File: config.mk
export PLATFORM = sky130hd
export DESIGN_NAME = video_timing_gen
export DESIGN_NICKNAME = d
export VERILOG_FILES = /design/src/rtl/vdg_timing_pkg.sv /design/src/rtl/video_timing_gen_counter.sv /design/src/rtl/video_timing_gen.sv
export SDC_FILE = /design/constraint.sdc
export NUM_CORES = 1
export LEC_CHECK = 0
export ABC_AREA = 1
export CAP_MARGIN = 20
export CORE_MARGIN = 3
export CORE_UTILIZATION = 47
export CTS_CLUSTER_SIZE = 8
export DETAILED_ROUTE_END_ITERATION = 10
export GPL_TIMING_DRIVEN = 0
export PLACE_DENSITY = 0.74
export SYNTH_ARGS = -nofsm -noshare
export SYNTH_HDL_FRONTEND = slang
export SYNTH_SLANG_ARGS = --single-unit
export TNS_END_PERCENT = 100
File: constraint.sdc
create_clock -name clk -period 2.7 [get_ports clk]
set_input_delay 0.54 -clock clk [delete_from_list [all_inputs] [get_ports clk]]
set_output_delay 0.54 -clock clk [all_outputs]
set_load 0.01 [all_outputs]
File: src/rtl/vdg_timing_pkg.sv
// Raster timing constants and frame-format encoding shared by the VDG timing generator.
package vdg_timing_pkg;

  localparam int VDG_H_TOTAL      = 458;
  localparam int VDG_H_SYNC       = 29;
  localparam int VDG_H_ACT_START  = 96;
  localparam int VDG_H_ACT_LEN    = 256;
  localparam int VDG_V_TOTAL0     = 262;
  localparam int VDG_V_TOTAL1     = 312;
  localparam int VDG_V_SYNC       = 8;
  localparam int VDG_V_ACT_START0 = 38;
  localparam int VDG_V_ACT_START1 = 64;
  localparam int VDG_V_ACT_LEN    = 192;
  localparam int VDG_CHAR_LINES   = 12;
  localparam int VDG_PRELOAD_LEAD = 8;

  typedef enum logic {
    FMT_60 = 1'b0,
    FMT_50 = 1'b1
  } fmt_e;

endpackage

File: src/rtl/video_timing_gen_counter.sv
// Modulo counter 0..MAX with enable and synchronous clear; next_o exposes the value
// the register takes on the coming edge so callers can decode it one cycle early.
module mod_counter #(
  parameter int WIDTH = 10,
  parameter int MAX   = (1 << WIDTH) - 1
) (
  input  logic             clk,
  input  logic             en_i,
  input  logic             clr_i,
  output logic [WIDTH-1:0] count_o,
  output logic [WIDTH-1:0] next_o,
  output logic             tc_o
);

  localparam logic [WIDTH-1:0] LAST = WIDTH'(MAX);

  logic [WIDTH-1:0] count_q, count_d;

  assign tc_o = en_i && (count_q == LAST);

  always_comb begin
    count_d = count_q;
    if (clr_i || tc_o) begin
      count_d = '0;
    end else if (en_i) begin
      count_d = count_q + WIDTH'(1);
    end
  end

  always_ff @(posedge clk) begin
    count_q <= count_d;
  end

  assign count_o = count_q;
  assign next_o  = count_d;

endmodule

File: src/rtl/video_timing_gen.sv
// Raster timing generator for the VDG core: syncs, blanking, counts and fetch strobes.
// Every flag is a registered decode of the next col/row, so flags and counts never skew.
module video_timing_gen
  import vdg_timing_pkg::*;
#(
  parameter int H_TOTAL      = VDG_H_TOTAL,
  parameter int H_SYNC       = VDG_H_SYNC,
  parameter int H_ACT_START  = VDG_H_ACT_START,
  parameter int H_ACT_LEN    = VDG_H_ACT_LEN,
  parameter int V_TOTAL0     = VDG_V_TOTAL0,
  parameter int V_TOTAL1     = VDG_V_TOTAL1,
  parameter int V_SYNC       = VDG_V_SYNC,
  parameter int V_ACT_START0 = VDG_V_ACT_START0,
  parameter int V_ACT_START1 = VDG_V_ACT_START1,
  parameter int V_ACT_LEN    = VDG_V_ACT_LEN,
  parameter int CHAR_LINES   = VDG_CHAR_LINES,
  parameter int PRELOAD_LEAD = VDG_PRELOAD_LEAD
) (
  input  logic       clk,
  input  logic       reset,
  input  logic       format,
  output logic       hsn,
  output logic       fsn,
  output logic       hblank,
  output logic       vblank,
  output logic       active,
  output logic [9:0] col,
  output logic [8:0] row,
  output logic [3:0] char_line,
  output logic       preload,
  output logic       rowclear
);

  localparam int V_MAX = (V_TOTAL1 > V_TOTAL0) ? V_TOTAL1 : V_TOTAL0;

  if (H_TOTAL > 1024 || V_MAX > 512 || CHAR_LINES < 1 || CHAR_LINES > 16 ||
      H_ACT_START + H_ACT_LEN > H_TOTAL || PRELOAD_LEAD > H_ACT_START ||
      V_ACT_START0 + V_ACT_LEN > V_TOTAL0 || V_ACT_START1 + V_ACT_LEN > V_TOTAL1 ||
      V_ACT_START0 < 1 || V_ACT_START1 < 1) begin : g_bad_params
    $error("video_timing_gen: timing parameters out of range");
  end

  localparam logic [9:0]  H_SYNC_C   = 10'(H_SYNC);
  localparam logic [9:0]  H_ACT_LO   = 10'(H_ACT_START);
  localparam logic [10:0] H_ACT_HI   = 11'(H_ACT_START + H_ACT_LEN);
  localparam logic [9:0]  PRE_COL    = 10'(H_ACT_START - PRELOAD_LEAD);
  localparam logic [8:0]  V_SYNC_C   = 9'(V_SYNC);
  localparam logic [8:0]  V_LAST0    = 9'(V_TOTAL0 - 1);
  localparam logic [8:0]  V_LAST1    = 9'(V_TOTAL1 - 1);
  localparam logic [8:0]  V_LAST_MAX = 9'(V_MAX - 1);
  localparam logic [8:0]  V_START0   = 9'(V_ACT_START0);
  localparam logic [8:0]  V_START1   = 9'(V_ACT_START1);
  localparam logic [9:0]  V_END0     = 10'(V_ACT_START0 + V_ACT_LEN);
  localparam logic [9:0]  V_END1     = 10'(V_ACT_START1 + V_ACT_LEN);
  localparam logic [3:0]  CL_LAST    = 4'(CHAR_LINES - 1);

  logic [9:0] col_q, col_n;
  logic [8:0] row_q, row_n, cur_last, v_start_n;
  logic [9:0] v_end_n;
  logic       col_tc, row_tc, short_wrap, frame_wrap, row_act_n;
  fmt_e       fmt_q, fmt_d;
  logic [3:0] char_q, char_d;
  logic       hsn_q, fsn_q, hblank_q, vblank_q, active_q, preload_q, rowclear_q;
  logic       hsn_d, fsn_d, hblank_d, vblank_d, active_d, preload_d, rowclear_d;

  mod_counter #(.WIDTH(10), .MAX(H_TOTAL - 1)) u_col_cnt (
    .clk    (clk),
    .en_i   (1'b1),
    .clr_i  (reset),
    .count_o(col_q),
    .next_o (col_n),
    .tc_o   (col_tc)
  );

  // The row counter spans the longer format; the shorter one wraps early via clear.
  mod_counter #(.WIDTH(9), .MAX(V_MAX - 1)) u_row_cnt (
    .clk    (clk),
    .en_i   (col_tc),
    .clr_i  (reset || short_wrap),
    .count_o(row_q),
    .next_o (row_n),
    .tc_o   (row_tc)
  );

  assign cur_last   = (fmt_q == FMT_50) ? V_LAST1 : V_LAST0;
  assign short_wrap = col_tc && (row_q == cur_last) && (cur_last != V_LAST_MAX);
  assign frame_wrap = row_tc || short_wrap;

  always_comb begin
    fmt_d      = fmt_q;
    char_d     = char_q;
    if (reset || frame_wrap) begin
      fmt_d = fmt_e'(format);
    end
    v_start_n  = (fmt_d == FMT_50) ? V_START1 : V_START0;
    v_end_n    = (fmt_d == FMT_50) ? V_END1 : V_END0;
    row_act_n  = (row_n >= v_start_n) && ({1'b0, row_n} < v_end_n);

    if (reset) begin
      char_d = '0;
    end else if (col_tc) begin
      if (!row_act_n || row_n == v_start_n || char_q == CL_LAST) begin
        char_d = '0;
      end else begin
        char_d = char_q + 4'd1;
      end
    end

    hsn_d      = col_n >= H_SYNC_C;
    fsn_d      = row_n >= V_SYNC_C;
    hblank_d   = !((col_n >= H_ACT_LO) && ({1'b0, col_n} < H_ACT_HI));
    vblank_d   = !row_act_n;
    active_d   = !hblank_d && row_act_n;
    preload_d  = (col_n == PRE_COL) && row_act_n;
    rowclear_d = (col_n == 10'd0) && (row_n == v_start_n);
  end

  always_ff @(posedge clk) begin
    if (reset) begin
      fmt_q      <= fmt_e'(format);
      char_q     <= '0;
      hsn_q      <= 1'b0;
      fsn_q      <= 1'b0;
      hblank_q   <= 1'b1;
      vblank_q   <= 1'b1;
      active_q   <= 1'b0;
      preload_q  <= 1'b0;
      rowclear_q <= 1'b0;
    end else begin
      fmt_q      <= fmt_d;
      char_q     <= char_d;
      hsn_q      <= hsn_d;
      fsn_q      <= fsn_d;
      hblank_q   <= hblank_d;
      vblank_q   <= vblank_d;
      active_q   <= active_d;
      preload_q  <= preload_d;
      rowclear_q <= rowclear_d;
    end
  end

  assign hsn       = hsn_q;
  assign fsn       = fsn_q;
  assign hblank    = hblank_q;
  assign vblank    = vblank_q;
  assign active    = active_q;
  assign preload   = preload_q;
  assign rowclear  = rowclear_q;
  assign col       = col_q;
  assign row       = row_q;
  assign char_line = char_q;

endmodule
After elaboration in Yosys (flattened, before gate mapping). Cells that the tools add are included.

$add $sub $neg: 3. Order comparisons: 6. Equal/unequal tests: 7. Mux-type cells: 9. Reductions and logical operators: 18.

Operators by type and width (count): 9-bit two-way mux (3); 10-bit by 1-bit adder with 10-bit output (second input constant) (1); 10-bit by 7-bit equality test with 1-bit output (second input constant) (1); 10-bit by 9-bit equality test with 1-bit output (second input constant) (1); 10-bit by 5-bit >= comparator with 1-bit output (second input constant) (1); 10-bit by 7-bit >= comparator with 1-bit output (second input constant) (1); 10-bit zero test (1); 10-bit by 9-bit < comparator with 1-bit output (second input constant) (1); 10-bit two-way mux (1); 9-bit by 1-bit adder with 9-bit output (second input constant) (1); 9-bit by 7-bit equality test with 1-bit output (1); 9-bit equality test (1); 9-bit equality test (second input constant) (1); 9-bit by 4-bit >= comparator with 1-bit output (second input constant) (1); 9-bit by 7-bit >= comparator with 1-bit output (1); 9-bit < comparator (1); 9-bit inequality test (second input constant) (1); 1-bit logical AND (8); 1-bit logical OR (7); 7-bit two-way mux (1); 6-bit two-way mux (1); 4-bit by 1-bit adder with 4-bit output (second input constant) (1); 4-bit equality test (second input constant) (1); 4-bit two-way mux (1); other kinds (2) (4).

Bits in registers: 31. Input bits: 3. Output and inout bits: 30.

Logic depth before layout (Yosys ltp).
Word-level depth: 14. Depth in mapped cells: 22. Mapped depth without buffers: 22.

Cells and area by module. Synthesis repeated with hierarchy kept, for this count alone.

Cell total of the unflattened synthesis: 269. Area total of the unflattened synthesis: 1878.1 sq um.

Modules (own cells, without submodules): video_timing_gen (times used 1, cells an instance 123, area an instance 863.3 sq um, seq. area each 240.2 sq um); mod_counter (u_col_cnt) (times used 1, cells an instance 77, area an instance 541.8 sq um, seq. area each 200.2 sq um); mod_counter (u_row_cnt) (times used 1, cells an instance 69, area an instance 473.0 sq um, seq. area each 180.2 sq um).

Worst setup path after synthesis. Ideal clock, no wire load.

Kind: reg2reg. From: register u_col_cnt.count_q[0], in the netlist u_col_cnt.count_o[0]. To: register char_q[1], in the netlist char_line[1]. Library setup time: 0.070 ns. Arrival time: 2.818 ns. Required time: 2.630 ns. Slack: -0.187 ns. Stages on the path, launching flop included: 21. Buffers on the path: 0. Clock period less this slack: 2.887 ns. Cells stage by stage: dfxtp_1 ha_1 inv_1 nor2_1 nand3_2 nor2_4 nand3_2 nand2_2 inv_2 or2_2 o21a_1 ha_1 nor2_1 nand3_1 inv_1 nand2_1 nor2_2 nand2_1 nand3_2 nand3_2 a21oi_1.

Word-level cells in the longest chain between the ends: 13. Elaborated cells between the ends (all ways): 21. Those cells by class: order compare: 2; eq/ne: 2; mux: 6; reduce/logical: 11.

RTL lines: from (decl) (line video_timing_gen_counter.sv:17) `logic [WIDTH-1:0] count_q, count_d;`; from (signal assigned) (line video_timing_gen_counter.sv:31) `count_q <= count_d;`; 10-bit by 9-bit equality test with 1-bit output (*) (line video_timing_gen_counter.sv:19) `assign tc_o = en_i && (count_q == LAST);`; 1-bit logical AND (2 in a row) (line video_timing_gen.sv:86) `assign short_wrap = col_tc && (row_q == cur_last) && (cur_last != V_LAST_MAX);`; 1-bit logical OR (line video_timing_gen.sv:87) `assign frame_wrap = row_tc || short_wrap;`; 1-bit logical OR (line video_timing_gen.sv:92) `if (reset || frame_wrap) begin`; 1-bit two-way mux (line video_timing_gen.sv:92); 7-bit two-way mux / 9-bit two-way mux (equally long branches) (line video_timing_gen.sv:95, video_timing_gen.sv:96); 9-bit by 7-bit >= comparator with 1-bit output / 9-bit < comparator (equally long branches) (line video_timing_gen.sv:97) `row_act_n = (row_n >= v_start_n) && ({1'b0, row_n} < v_end_n);`; 1-bit logical AND (line video_timing_gen.sv:97); 1-bit zero test (line video_timing_gen.sv:102) `if (!row_act_n || row_n == v_start_n || char_q == CL_LAST) begin`; 1-bit logical OR (2 in a row) (line video_timing_gen.sv:102); 4-bit two-way mux (line video_timing_gen.sv:102); to (signal assigned) (line video_timing_gen.sv:131) `char_q <= char_d;`; to (decl) (line video_timing_gen.sv:62) `logic [3:0] char_q, char_d;`.

Mark *: on every way between the ends. The rest lies on a longest branch, timed or not. A chain may end at the register's enable or synchronous reset.

Worst setup path in the final report.
From: register u_col_cnt.count_q[1], in the netlist u_col_cnt.count_o[1]. To: register char_q[3], in the netlist char_line[3].

Same word-level chain as after synthesis.

==> results.md <==
* Count of standard-cell rows at 21
* Critical path type: flop to flop
* Commonest cells after routing, fill and taps aside: 59 x sky130_fd_sc_hd__nand2_1, 33 x sky130_fd_sc_hd__inv_1, 31 x sky130_fd_sc_hd__clkdlybuf4s50_1, 29 x sky130_fd_sc_hd__dfxtp_1, 20 x sky130_fd_sc_hd__nor2_1
* Number of cells on the worst reg-to-reg path at 17
* Synth Area per Inst at 6.92 µm²
* # H-tree levels at 2
* Clock tree skew after final layout at 0.00581 ns
* Detail Route Antenna Nets at 0
* Failing checks: setup timing
* Total track usage at 0.222
* Crit Reg-Reg Startpoint: u_col_cnt.count_o[1]$_DFF_P_
* Global-route congestion overflow total at 0
* Final weighted congestion in routability-driven placement at 0.865
* Largest driver fanout on the critical path at 5
* Routed wire length at 4850 µm
* Transition time at the pin with the least slew margin at 0.375 ns
* Count of mapped cells out of synthesis at 263
* Met1 wire length at 2160 µm
* Routed wire length on met3 at 294 µm
* CP required at 2.93 ns
* Overall via count from detail_route at 1852
* Worst-case clock buffer depth at 2
* Num CTS Buffers at 5
* Total number of clock tree sinks at 31
* Setup violations, final at 4
* Reg-to-Reg End: char_line[3]$_SDFFE_PP0N_
* Mapped Nets at 277
* Initial Util at 0.517
* Startpoint types: flop
* Count of different cell masters after synthesis at 30
* Fmax at 364 MHz
* Final worst path period need at 2.74 ns
* TritonCTS clock tree: built
* Number of cells on the worst hold path at 1
* Classification of the worst-slack hold path: flop to flop
* Standby leakage power at 1.14 nW
* Worst hold path startpoint: fmt_q$_DFF_P_
* Delay contributed by the slowest stage of the critical path at 0.34 ns
* Routed wirelength normalized by instance count at 13.5 µm
* Total count of max-transition violations in the final report at 0
* Clk slew on worst S/H paths at 0.07 ns
* Areal power density over the cells at 412 mW/mm²
* Maximum number of pins on one net before global-route repair at 16
* Number of antenna cells inserted at 0
* Final Cycle Share at 1.02
* IO Port Bufs at 32
* Top metal layer carrying routed signals: met4
* Max FFs per register at 10
* Nets at 326
* Outcome: complete, but fails checks
* Most common library cell in the layout ignoring fill and taps: sky130_fd_sc_hd__nand2_1
* Total core area at 0.00352 mm²
* Number of storage elements in the synthesis netlist at 31
* Die area at 0.00466 mm²
* Wire length of the first global-routing pass at 7780 µm
* Count of hold buffers inserted by post-cts repair at 0
* Sequential share of the synthesized area at 0.341
* Die height at 68.2 µm
* HPWL reported at the end of detailed placement at 3290 µm
* Number of I/O pins at 33
* Drc violations at 0
* Endpoint kind of the worst setup timing path: flop
* Number of detailed-route iterations in the first pass at 4
* Critical path arrival at 2.97 ns
* RSZ-0062 raised after global routing: yes
* Vias per Instance at 5.16
* Synthesized area at 0.00182 mm²
* Hold violation count in the final report at 0
* Worst VDD drop at 0.348 mV
* Area growth from synthesis to layout at 42.4%
* Cell chain of the critical path: inv_2 > ha_4 > inv_2 > nor2_4 > nand3_2 > nor2_4 > nand3_4 > nand2_4 > inv_4 > or2_4 > o21a_4 > ha_1 > a21oi_1 > nand3_2 > a21oi_4 > nand3_4 > a21oi_2
* Root Buffer Master: sky130_fd_sc_hd__clkbuf_8
* Reg-to-reg setup timing slack at -0.04 ns
* Relative slew slack at 0.748
* Clock network latency to the later pin of the worst-skew pair at 0.29 ns
* Share of layout cells above drive strength 1 at 0.249
* Maximum Capacitance Violations at 0
* Worst Hold Margin at 0.537 ns
* Yosys warning total at 0
* Filler cell count at 278
* Width of the die at 68.2 µm
* DR iter-0 viols at 149
* Hold Path End: fmt_q$_DFF_P_
* Total length of routed met2 wires at 2310 µm
* Slowest cell on the critical path: sky130_fd_sc_hd__dfxtp_4
* Final worst setup slack at -0.0444 ns
* Pre-CTS worst setup slack at -0.434 ns
* Via count of the first global-routing pass at 1777
* Initial antenna violation count at 0
==> how the worst max path moves through the flow <==
stage	startpoint	to	slack (ns)	cells past startpoint
after floorplan	u_col_cnt.count_o[1]$_DFF_P_	char_line[1]$_SDFFE_PP0N_	-0.001	22
after global placement	reset	char_line[2]$_SDFFE_PP0N_	-0.42	17
after detailed placement	reset	char_line[1]$_SDFFE_PP0N_	-0.43	17
after CTS	u_col_cnt.count_o[1]$_DFF_P_	preload$_SDFF_PP0_	0.007	22
after global routing	u_col_cnt.count_o[1]$_DFF_P_	char_line[3]$_SDFFE_PP0N_	-0.19	22
final	u_col_cnt.count_o[1]$_DFF_P_	char_line[3]$_SDFFE_PP0N_	-0.04	17
==> worst max-delay path: cells and delay by family (launching register included) <==
family	cells	cell delay, ns
simple gates	8	1.00
compound gates	4	0.78
fa+ha+maj	2	0.42
flops	1	0.34
buf+inv	3	0.12
==> per-stage QoR <==
stage,cells,util,total power (W),setup TNS [ns],instance area (µm²)
6_report,359,0.736,0.00107,-0.111,2590
5_1_grt,359,0.736,0.00110,-1.11,2590
4_1_cts,356,0.707,0.00106,0,2490
3_5_place_dp,341,0.636,0.000563,-3.00,2240
3_3_place_gp,341,0.636,0.000562,-2.80,2240
2_1_floorplan,263,-,0.000536,-0.00271,1860
==> repair_timing <==
item	4_1_cts	5_1_grt
buffers inserted	8	3
setup endpoints to repair	8	8
resized for setup	16	20
pin swaps	12	16
==> routing by layer <==
| metal | vias up | global-route usage |
|---|---|---|
| met5 | - | 0 |
| met3 | 9 | 0.0542 |
| met2 | 49 | 0.356 |
| met1 | 853 | 0.295 |
| met4 | 0 | 0.0596 |
| li1 | 941 | - |
==> cells in the mapped netlist, drive strengths merged <==
cell / number / area, µm²
ha: 11 / 138
xnor2: 1 / 8.76
nand4: 7 / 43.8
xor2: 2 / 17.5
dfxtp: 31 / 621
or2: 2 / 12.5
o21ai: 10 / 53.8
clkinv: 1 / 3.75
a21oi: 12 / 63.8
nand2: 64 / 245
inv: 45 / 169
a31o: 1 / 8.76
o21bai: 2 / 15.0
buf: 2 / 12.5
o21a: 2 / 15.0
nand3: 31 / 200
nor3: 8 / 45.0
nor2: 29 / 134
nor4: 1 / 6.26
a21o: 1 / 7.51
==> cells by family after synthesis <==
kind of cell	synth area share
buffers and inverters	0.102
AND/OR/NAND/NOR	0.377
flip-flops	0.341
adder cells (fa/ha/maj)	0.0756
AO/OA/AOI/OAI	0.0900
XOR/XNOR	0.0144
==> report_power, final <==
part,switching [W],internal [W]
registers,0.00000524,0.000464
logic,0.0000693,0.0000522
clock network,0.000179,0.000298
total,0.000253,0.000814
==> area by class of cell <==
type	instances	area [µm²]	share of cell area
multi-input cells	184	1190	0.461
inverters	46	178	0.0685
flip-flops and latches	31	628	0.242
repair buffers	43	409	0.158
clock inverters	2	35.0	0.0135
plain buffers	1	7.51	0.00290
clock buffers	6	82.6	0.0319
well taps	46	57.6	0.0222
(Power assumes the default switching activity.)
